$ cat config.mk
export PLATFORM = sky130hd
export DESIGN_NAME = tri_l2_responder_flat
export DESIGN_NICKNAME = d
export VERILOG_FILES = /design/src/rtl/tri_l2_responder_if.sv /design/src/rtl/tri_l2_responder.sv /design/src/flat_wrapper.sv
export SDC_FILE = /design/constraint.sdc
export NUM_CORES = 2
export LEC_CHECK = 0
export BUFFER_PORTS_ARGS = -buffer_cell sky130_fd_sc_hd__buf_4
export CORE_ASPECT_RATIO = 0.75
export CORE_MARGIN = 3
export CORE_UTILIZATION = 28
export CTS_CLUSTER_DIAMETER = 200
export DETAILED_ROUTE_END_ITERATION = 16
export GPL_TIMING_DRIVEN = 0
export MAX_ROUTING_LAYER = met4
export PLACE_DENSITY = 0.46
export SLEW_MARGIN = 20
export SYNTH_ARGS = -nofsm -noshare
export SYNTH_HDL_FRONTEND = slang
export SYNTH_SLANG_ARGS = --single-unit
$ cat constraint.sdc
create_clock -name clk -period 5.8 [get_ports clk]
set_input_delay 1.16 -clock clk [delete_from_list [all_inputs] [get_ports clk]]
set_output_delay 1.16 -clock clk [all_outputs]
set_load 0.01 [all_outputs]
$ cat src/rtl/tri_l2_responder_if.sv
// TRI request/response and host-write bundle between the coherency side
// and the L2 responder.
interface tri_l2_responder_if #(
  parameter int MSHR_W = 3
);
  logic              req_valid;
  logic              req_ready;
  logic              req_type;
  logic [39:0]       req_addr;
  logic [127:0]      req_data;
  logic [MSHR_W-1:0] req_mshrid;

  logic              resp_valid;
  logic              resp_ready;
  logic [1:0]        resp_type;
  logic [MSHR_W-1:0] resp_mshrid;
  logic [39:0]       resp_addr;
  logic [127:0]      resp_data;

  logic              ext_wr_valid;
  logic              ext_wr_ready;
  logic [39:0]       ext_wr_addr;
  logic [127:0]      ext_wr_data;

  modport master (
    output req_valid, req_type, req_addr,
    output req_data, req_mshrid,
    input  req_ready,
    input  resp_valid, resp_type, resp_mshrid,
    input  resp_addr, resp_data,
    output resp_ready,
    output ext_wr_valid, ext_wr_addr, ext_wr_data,
    input  ext_wr_ready
  );

  modport slave (
    input  req_valid, req_type, req_addr,
    input  req_data, req_mshrid,
    output req_ready,
    output resp_valid, resp_type, resp_mshrid,
    output resp_addr, resp_data,
    input  resp_ready,
    input  ext_wr_valid, ext_wr_addr, ext_wr_data,
    output ext_wr_ready
  );
endinterface

$ cat src/rtl/tri_l2_responder.sv
// L2-side TRI responder: small line store with a one-sharer directory,
// fixed-latency load/store service and invalidations on line change.
module tri_l2_responder #(
  parameter int IDX_W   = 4,
  parameter int MSHR_W  = 3,
  parameter int LATENCY = 4
) (
  input  logic        clk,
  input  logic        rst,
  tri_l2_responder_if.slave bus
);

  localparam int NL = 1 << IDX_W;

  localparam logic [1:0] RT_LOAD = 2'd0;
  localparam logic [1:0] RT_ACK  = 2'd1;
  localparam logic [1:0] RT_INV  = 2'd2;

  typedef enum logic [2:0] {
    S_IDLE,
    S_WAIT,
    S_INV,
    S_RESP,
    S_EXTINV
  } state_t;

  state_t state_q, state_d;
  logic [3:0] cnt_q, cnt_d;

  logic              type_q;
  logic [39:4]       la_q;
  logic [127:0]      data_q;
  logic [MSHR_W-1:0] id_q;

  logic [127:0]      line_q   [NL];
  logic [MSHR_W-1:0] shr_id_q [NL];
  logic [NL-1:0]     shr_v_q;

  logic [IDX_W-1:0]  idx_q;
  logic [IDX_W-1:0]  ext_idx;
  logic [IDX_W-1:0]  chk_idx;
  logic [MSHR_W-1:0] chk_id;
  logic              conflict;
  state_t            post_st;

  logic ext_acc, req_acc, inv_hs, done_hs;
  logic req_rdy, ext_rdy, rsp_v;
  logic [1:0]        rsp_t;
  logic [MSHR_W-1:0] rsp_id;
  logic [127:0]      rsp_d;

  logic unused_lowbits;

  assign unused_lowbits = ^{bus.req_addr[3:0],
                            bus.ext_wr_addr[3:0]};

  assign idx_q   = la_q[4 +: IDX_W];
  assign ext_idx = bus.ext_wr_addr[4 +: IDX_W];

  // With LATENCY==1 the check happens in the accept cycle itself,
  // so it must look at the incoming request rather than the capture.
  assign chk_idx = (state_q == S_IDLE) ?
                   bus.req_addr[4 +: IDX_W] : idx_q;
  assign chk_id  = (state_q == S_IDLE) ? bus.req_mshrid : id_q;
  assign conflict = shr_v_q[chk_idx] &&
                    (shr_id_q[chk_idx] != chk_id);
  assign post_st  = conflict ? S_INV : S_RESP;

  // Next-state, handshakes and response fields.
  always_comb begin
    state_d = state_q;
    cnt_d   = cnt_q;
    ext_acc = 1'b0;
    req_acc = 1'b0;
    inv_hs  = 1'b0;
    done_hs = 1'b0;
    req_rdy = 1'b0;
    ext_rdy = 1'b0;
    rsp_v   = 1'b0;
    rsp_t   = RT_LOAD;
    rsp_id  = id_q;
    rsp_d   = '0;
    unique case (state_q)
      S_IDLE: begin
        ext_rdy = !rst;
        req_rdy = !rst && !bus.ext_wr_valid;
        if (ext_rdy && bus.ext_wr_valid) begin
          ext_acc = 1'b1;
          state_d = shr_v_q[ext_idx] ? S_EXTINV : S_IDLE;
        end else if (req_rdy && bus.req_valid) begin
          req_acc = 1'b1;
          cnt_d   = 4'(LATENCY - 1);
          state_d = (LATENCY == 1) ? post_st : S_WAIT;
        end
      end
      S_WAIT: begin
        if (cnt_q <= 4'd1) begin
          state_d = post_st;
        end else begin
          cnt_d = cnt_q - 4'd1;
        end
      end
      S_INV, S_EXTINV: begin
        rsp_v  = 1'b1;
        rsp_t  = RT_INV;
        rsp_id = shr_id_q[idx_q];
        if (bus.resp_ready) begin
          inv_hs  = 1'b1;
          state_d = (state_q == S_INV) ? S_RESP : S_IDLE;
        end
      end
      S_RESP: begin
        rsp_v = 1'b1;
        rsp_t = type_q ? RT_ACK : RT_LOAD;
        rsp_d = type_q ? '0 : line_q[idx_q];
        if (bus.resp_ready) begin
          done_hs = 1'b1;
          state_d = S_IDLE;
        end
      end
      default: state_d = S_IDLE;
    endcase
  end

  assign bus.req_ready    = req_rdy;
  assign bus.ext_wr_ready = ext_rdy;
  assign bus.resp_valid   = rsp_v && !rst;
  assign bus.resp_type    = rsp_t;
  assign bus.resp_mshrid  = rsp_id;
  assign bus.resp_addr    = {la_q, 4'h0};
  assign bus.resp_data    = rsp_d;

  // Control state and captured transaction.
  always_ff @(posedge clk) begin
    if (rst) begin
      state_q <= S_IDLE;
      cnt_q   <= '0;
      type_q  <= 1'b0;
      la_q    <= '0;
      data_q  <= '0;
      id_q    <= '0;
    end else begin
      state_q <= state_d;
      cnt_q   <= cnt_d;
      if (ext_acc) begin
        la_q <= bus.ext_wr_addr[39:4];
      end
      if (req_acc) begin
        type_q <= bus.req_type;
        la_q   <= bus.req_addr[39:4];
        data_q <= bus.req_data;
        id_q   <= bus.req_mshrid;
      end
    end
  end

  // Line store and sharer directory.
  always_ff @(posedge clk) begin
    if (rst) begin
      shr_v_q <= '0;
      for (int i = 0; i < NL; i++) begin
        line_q[i]   <= '0;
        shr_id_q[i] <= '0;
      end
    end else begin
      if (ext_acc) begin
        line_q[ext_idx] <= bus.ext_wr_data;
      end
      if (inv_hs) begin
        shr_v_q[idx_q] <= 1'b0;
      end
      if (done_hs) begin
        shr_v_q[idx_q]  <= 1'b1;
        shr_id_q[idx_q] <= id_q;
        if (type_q) begin
          line_q[idx_q] <= data_q;
        end
      end
    end
  end

endmodule

$ cat src/flat_wrapper.sv
// flat-port wrapper written by rule: the top's interface ports become plain ports
module tri_l2_responder_flat 
#(
  parameter int IDX_W   = 4,
  parameter int MSHR_W  = 3,
  parameter int LATENCY = 4
)
  (clk, rst, bus_req_valid, bus_req_type, bus_req_addr, bus_req_data, bus_req_mshrid, bus_req_ready, bus_resp_valid, bus_resp_type, bus_resp_mshrid, bus_resp_addr, bus_resp_data, bus_resp_ready, bus_ext_wr_valid, bus_ext_wr_addr, bus_ext_wr_data, bus_ext_wr_ready);
  tri_l2_responder_if #(.MSHR_W(MSHR_W)) bus_i ();
  input  logic clk;
  input  logic rst;
  input wire logic [$bits(bus_i.req_valid)-1:0] bus_req_valid;
  input wire logic [$bits(bus_i.req_type)-1:0] bus_req_type;
  input wire logic [$bits(bus_i.req_addr)-1:0] bus_req_addr;
  input wire logic [$bits(bus_i.req_data)-1:0] bus_req_data;
  input wire logic [$bits(bus_i.req_mshrid)-1:0] bus_req_mshrid;
  output wire logic [$bits(bus_i.req_ready)-1:0] bus_req_ready;
  output wire logic [$bits(bus_i.resp_valid)-1:0] bus_resp_valid;
  output wire logic [$bits(bus_i.resp_type)-1:0] bus_resp_type;
  output wire logic [$bits(bus_i.resp_mshrid)-1:0] bus_resp_mshrid;
  output wire logic [$bits(bus_i.resp_addr)-1:0] bus_resp_addr;
  output wire logic [$bits(bus_i.resp_data)-1:0] bus_resp_data;
  input wire logic [$bits(bus_i.resp_ready)-1:0] bus_resp_ready;
  input wire logic [$bits(bus_i.ext_wr_valid)-1:0] bus_ext_wr_valid;
  input wire logic [$bits(bus_i.ext_wr_addr)-1:0] bus_ext_wr_addr;
  input wire logic [$bits(bus_i.ext_wr_data)-1:0] bus_ext_wr_data;
  output wire logic [$bits(bus_i.ext_wr_ready)-1:0] bus_ext_wr_ready;
  assign bus_i.req_valid = bus_req_valid;
  assign bus_i.req_type = bus_req_type;
  assign bus_i.req_addr = bus_req_addr;
  assign bus_i.req_data = bus_req_data;
  assign bus_i.req_mshrid = bus_req_mshrid;
  assign bus_req_ready = bus_i.req_ready;
  assign bus_resp_valid = bus_i.resp_valid;
  assign bus_resp_type = bus_i.resp_type;
  assign bus_resp_mshrid = bus_i.resp_mshrid;
  assign bus_resp_addr = bus_i.resp_addr;
  assign bus_resp_data = bus_i.resp_data;
  assign bus_i.resp_ready = bus_resp_ready;
  assign bus_i.ext_wr_valid = bus_ext_wr_valid;
  assign bus_i.ext_wr_addr = bus_ext_wr_addr;
  assign bus_i.ext_wr_data = bus_ext_wr_data;
  assign bus_ext_wr_ready = bus_i.ext_wr_ready;
  tri_l2_responder #(.IDX_W(IDX_W), .MSHR_W(MSHR_W), .LATENCY(LATENCY)) u_core (.clk(clk), .rst(rst), .bus(bus_i));
endmodule
Word-level counts from Yosys, hierarchy flattened. Memories as Yosys holds them, arrays and structs flattened. A register that Yosys moved wholly into a read port is not among the register bits. Index checks and enable logic that the tools add are counted.

Bitwise logic cells: 3. Muxes and demuxes: 67. Equal/unequal tests: 12. Reductions and logical operators: 18. Add/sub/neg operators: 1. Order comparisons: 5.

Operators with widths (number): 128-bit two-way mux (4); 128-bit OR reduction (2); 36-bit two-way mux (2); 16-bit two-way mux (3); 4-bit two-way mux (11); 1-bit two-way mux (31); 3-bit two-way mux (9); 16-bit bitwise AND (1); 16-bit NOT (1); 16-bit OR (1); 4-bit by 5-bit less-than comparator with 1-bit output, second input constant (3); 3-bit case mux with 4 select lines (1); 2-bit != test, second input constant (5); 1-bit binary-select mux with 4-bit select (2); 4-bit case mux with 2 select lines (1); 4-bit AND reduction (2); 3-bit by 2-bit == test with 1-bit output, second input constant (2); 1-bit logical AND (6); 3-bit OR reduction (2); 1-bit demux with 4-bit select (1); 4-bit by 1-bit greater-or-equal comparator with 1-bit output, second input constant (1); 4-bit by 1-bit <= comparator with 1-bit output, second input constant (1); 2-bit case mux with 2 select lines (1); 2-bit nonzero test (2); 10 further kinds (11).

Memories kept: 2. Output and inout bits: 176. Bits in registers: 191. Word-level logic and storage cells: 115. Memory bits (writable): 2096. Bits of input ports: 345.

Memories: u_core.line_q (depth 16, width 128, read ports 1, clocked after memory_dff 1, wr ports 16, RTL line tri_l2_responder.sv:35) `logic [127:0] line_q [NL];`; u_core.shr_id_q (depth 16, width 3, read ports 2, clocked after memory_dff 1, wr ports 16, RTL line tri_l2_responder.sv:36) `logic [MSHR_W-1:0] shr_id_q [NL];`.

Longest topological paths before layout.
Word-level depth: 10. Gate-level depth with buffers: 11. Depth with buffers taken out: 10.

Worst setup path after synthesis. OpenSTA, ideal clock, no wires.

Kind: input -> register. From: input port bus_resp_ready. To: memory u_core.line_q[6][0] (enable). Arrival: 5.257 ns. Required time: 5.290 ns. Path buffers: 2. Library setup time: 0.510 ns. Path slack: 0.033 ns. Cell stages on the path: 8. Path through: nand3_1 -> nor2_1 -> nand2_1 -> buf_2 -> o22ai_1 -> nand2_1 -> buf_2 -> nand2b_1.

RTL lines: start: declaration (RTL line flat_wrapper.sv:23) `input wire logic [$bits(bus_i.resp_ready)-1:0] bus_resp_ready;`; end: declaration (RTL line tri_l2_responder.sv:35).

==> flow_metrics.py <==
metrics = {
    "run_status": {
        "run_status": "finished clean",
    },
    "sta": {
        "hold_viol_final": 0,
        "setup_viol": 0,
        "grt_setup_unrepaired": "yes",
        "drv_slew": 0,
        "fmax_mhz": 178,
        "finClkSkew_ns": 0.0416,
        "period_minus_slack_ns": 5.63,
        "setup_tns_ns": 0,
        "relSlewSlack_pct": 20.3,
        "tightestPinTransition_ns": 1.16,
        "fin_crit_sh_pct": 97.0,
    },
    "hold_path": {
        "min_path_cells": 2,
        "hold_class": "reg -> reg",
    },
    "floorplan": {
        "die_h_um": 520,
        "io_pins": 521,
        "die_x_um": 692,
        "dieArea_um2": 360000,
        "num_rows": 188,
        "initial_core_util_pct": 28.2,
        "core-area_um2": 350000,
    },
    "grt": {
        "met2_usage_pct": 29.3,
        "grt_first_pass_wirelength_um": 481000,
        "grt_max_degree": 41,
        "antenna_found_initial": 37,
        "grtUsageTotal_pct": 19.4,
        "overflow": 0,
        "busiest_layer": "met2",
        "grt_pass1_vias": 62600,
        "grt_use_met1_pct": 27.8,
        "use_met3_pct": 2.75,
    },
    "layout": {
        "finish.net_count": 7938,
        "fillerInstances": 34200,
        "drive_above_1_share_pct": 26.5,
        "synthToLayoutAreaGrowth_pct": 20.5,
        "final_cells": 12500,
    },
    "clocking": {
        "cts_tree": "done",
        "h-tree-depth": 5,
        "cts_root_buf": "clkbuf_16",
        "cts_setup_buffers": 0,
        "cts_buffer_depth": 4,
        "cts.clk_slew.worst_paths_ns": 0.06,
        "cts_made_buffers": 267,
        "ctsHoldBuffers": 0,
        "cts.sinks": 2291,
        "clk_latency_ns": 0.83,
    },
    "route": {
        "drc": 0,
        "wirelength_um": 346000,
        "final_antenna_net_count": 0,
        "num_vias": 61100,
        "drt_iter0_markers": 6822,
        "via_per_inst": 4.90,
        "wire_per_inst_um": 27.8,
        "first_pass_iters": 5,
    },
    "power_and_ir_drop": {
        "power.switching_w": 0.0105,
        "power_frac_comb_pct": 14.4,
        "p_clk_share_pct": 39.5,
        "irDropWorstVdd_v": 0.000184,
        "p_total_w": 0.0414,
        "internal_power_w": 0.0309,
        "seq_power_share_pct": 46.0,
        "switching_share_pct": 25.5,
        "leakage_nw": 41.9,
        "power-per-cell-area_nw_per_um2": 348,
    },
    "logic_synthesis": {
        "synth-seq-cells": 2291,
        "syn_inst": 6735,
        "avgSynthCellArea_um2": 14.7,
        "synth_cell_types": 49,
        "synth_edf_count": 2096,
        "synth.cell_area_um2": 98800,
        "synth_ff_type": "edfxtp_1",
        "ys_async_sr_fraction_pct": 0,
        "ys_seq_area_share_pct": 67.7,
        "yosysWarnings": 0,
    },
    "worst_setup_path": {
        "cp_data_required_time_ns": 4.64,
        "worst-setup-path-type": "reg -> out",
        "r2r_slack_ns": 0.69,
        "crit_fanout": 10,
        "crit_path_end_kind": "output pin",
        "ff2ff_path_depth": 11,
        "crit_path_start_kind": "flop",
        "arrival_ns": 4.47,
    },
    "placed_design": {
        "dp.cells": 12000,
        "gp_congestion": 0.834,
        "dp_hpwl_um": 248000,
        "port_buffers": 506,
    },
    "job": {
        "cap_violations": 0,
    },
}
## synth_stat cells (2+ instances only)
master        n  share of area [%]
clkbuf_1    234               0.89
o21ai_1       4              0.020
or2_2         9              0.057
a22oi_1      36               0.27
nor3_1       21               0.11
nand3b_1      3              0.023
o31a_1        2              0.018
a21oi_1     188               0.95
nand2b_1     33               0.21
a31oi_1       3              0.019
inv_1         3              0.011
nor2b_1     134               0.85
edfxtp_1   2096                 64
buf_2       303                1.5
mux2i_4       2              0.046
a211oi_1      3              0.023
and3_1        6              0.038
xnor2_1       2              0.018
nand2_1     349                1.3
o31ai_1       9              0.068
o22ai_1       3              0.019
nand3_1      14              0.071
nor4_1        2              0.013
buf_4        18               0.14
and2_1       43               0.27
xor2_1        2              0.018
nor2_1     2076                7.9
mux4_2      663                 15
mux2_2        8              0.091
mux2i_1     169                1.7
dfxtp_1     195                4.0
a2111oi_0     2              0.018
buf_6         2              0.023
ha_1          2              0.025
buf_1        65               0.25
or3_1         9              0.057
o21ai_0      10              0.051
## per-layer routing
layer	share of wire, %	vias to the layer above
met5	0	-
met2	45	2315
met3	7.0	382
li1	-	26400
met4	2.2	0
met1	45	32000
## metrics by stage
| stage | hold slack, ns | utilization (%) | cell area (um^2) | setup slack [ns] |
|---|---|---|---|---|
| finish | 0.451 | 34.0 | 119000 | 0.174 |
| global route | 0.468 | 34.0 | 119000 | -0.0464 |
| global placement | 0.444 | 30.9 | 108000 | -5.53 |
| CTS | 0.454 | 34.0 | 119000 | -0.0117 |
| floorplan | 0.436 | - | 98800 | 0.0330 |
| detailed placement | 0.446 | 31.6 | 111000 | 0.0405 |
## worst max-delay path, stage by stage (launching register included)
cell and delay (ns):
dfxtp_1 0.34, buf_2 0.40, buf_4 0.57, buf_1 0.76, mux4_2 0.60, mux4_2 0.45
nor2b_1 0.25, buf_4 0.24
## cells by family after synthesis
group	count (synthesis)	synth area share [%]
mux	842	17.0
xor+xnor	4	0.0355
compound gates	267	1.52
flops	2291	67.7
fa+ha+maj	2	0.0253
buf+inv	625	2.84
simple gates	2703	10.9
other cells	1	0.00380
## sequential cells by signal (all words and copies together), names as in the netlist, named ones only
| name | flops |
|---|---|
| u_core.data_q | 128 |
| u_core.la_q | 36 |
| u_core.id_q | 3 |
| u_core.shr_v_q | 16 |
| u_core.type_q | 1 |
| u_core.cnt_q | 4 |
| u_core.shr_id_q | 48 |
| u_core.state_q | 3 |
| u_core.line_q | 2048 |
## layout make-up
type,count,area (um^2),area share (%)
Sequential cell,2291,66800,56.1
Multi-Input combinational cell,3822,29400,24.7
Clock inverter,125,1140,0.961
Inverter,3,11.3,0.00946
Antenna cell,16,40.0,0.0336
Clock buffer,332,7120,5.98
Tap cell,4655,5820,4.89
Timing Repair Buffer,584,5710,4.80
Buffer,622,3020,2.54
## cells in the final DEF (no fill, tap or decap), types with 52 or more instances in the layout
| cell type | count |
|---|---|
| mux2i_1 | 144 |
| nor2b_1 | 134 |
| clkbuf_16 | 276 |
| a21oi_1 | 188 |
| mux4_2 | 663 |
| nand2_1 | 349 |
| buf_2 | 312 |
| clkbuf_1 | 242 |
| dfxtp_1 | 195 |
| buf_4 | 526 |
| clkinv_1 | 52 |
| nor2_1 | 2076 |
| edfxtp_1 | 2096 |
## repair_timing
| item | in CTS | in global routing |
|---|---|---|
| gates resized for setup | 37 | 11 |
| hold endpoints to repair | 0 | 0 |
| endpoints found under the setup margin | 128 | 44 |
| pin swaps | 0 | 0 |
## path summary, 6_finish.rpt
check | startpoint | endpoint
setup reg to reg | u_core.state_q[1] | u_core.line_q[13][81]
setup / recovery | flop | bus_resp_data[30]
hold / removal | u_core.data_q[24] | u_core.data_q[24]
hold reg to reg | u_core.data_q[24] | u_core.data_q[24]
## power groups by stage
| stage | logic, W | clock network, W | registers (W) |
|---|---|---|---|
| after floorplan | 0.00341 | 0 | 0.0194 |
| after global placement | 0.00582 | 0 | 0.0196 |
| after detailed placement | 0.00606 | 0 | 0.0194 |
| after CTS | 0.00608 | 0.0167 | 0.0191 |
| after global routing | 0.00636 | 0.0173 | 0.0191 |
| final | 0.00598 | 0.0164 | 0.0191 |
Power figures use the tool's default switching activity.
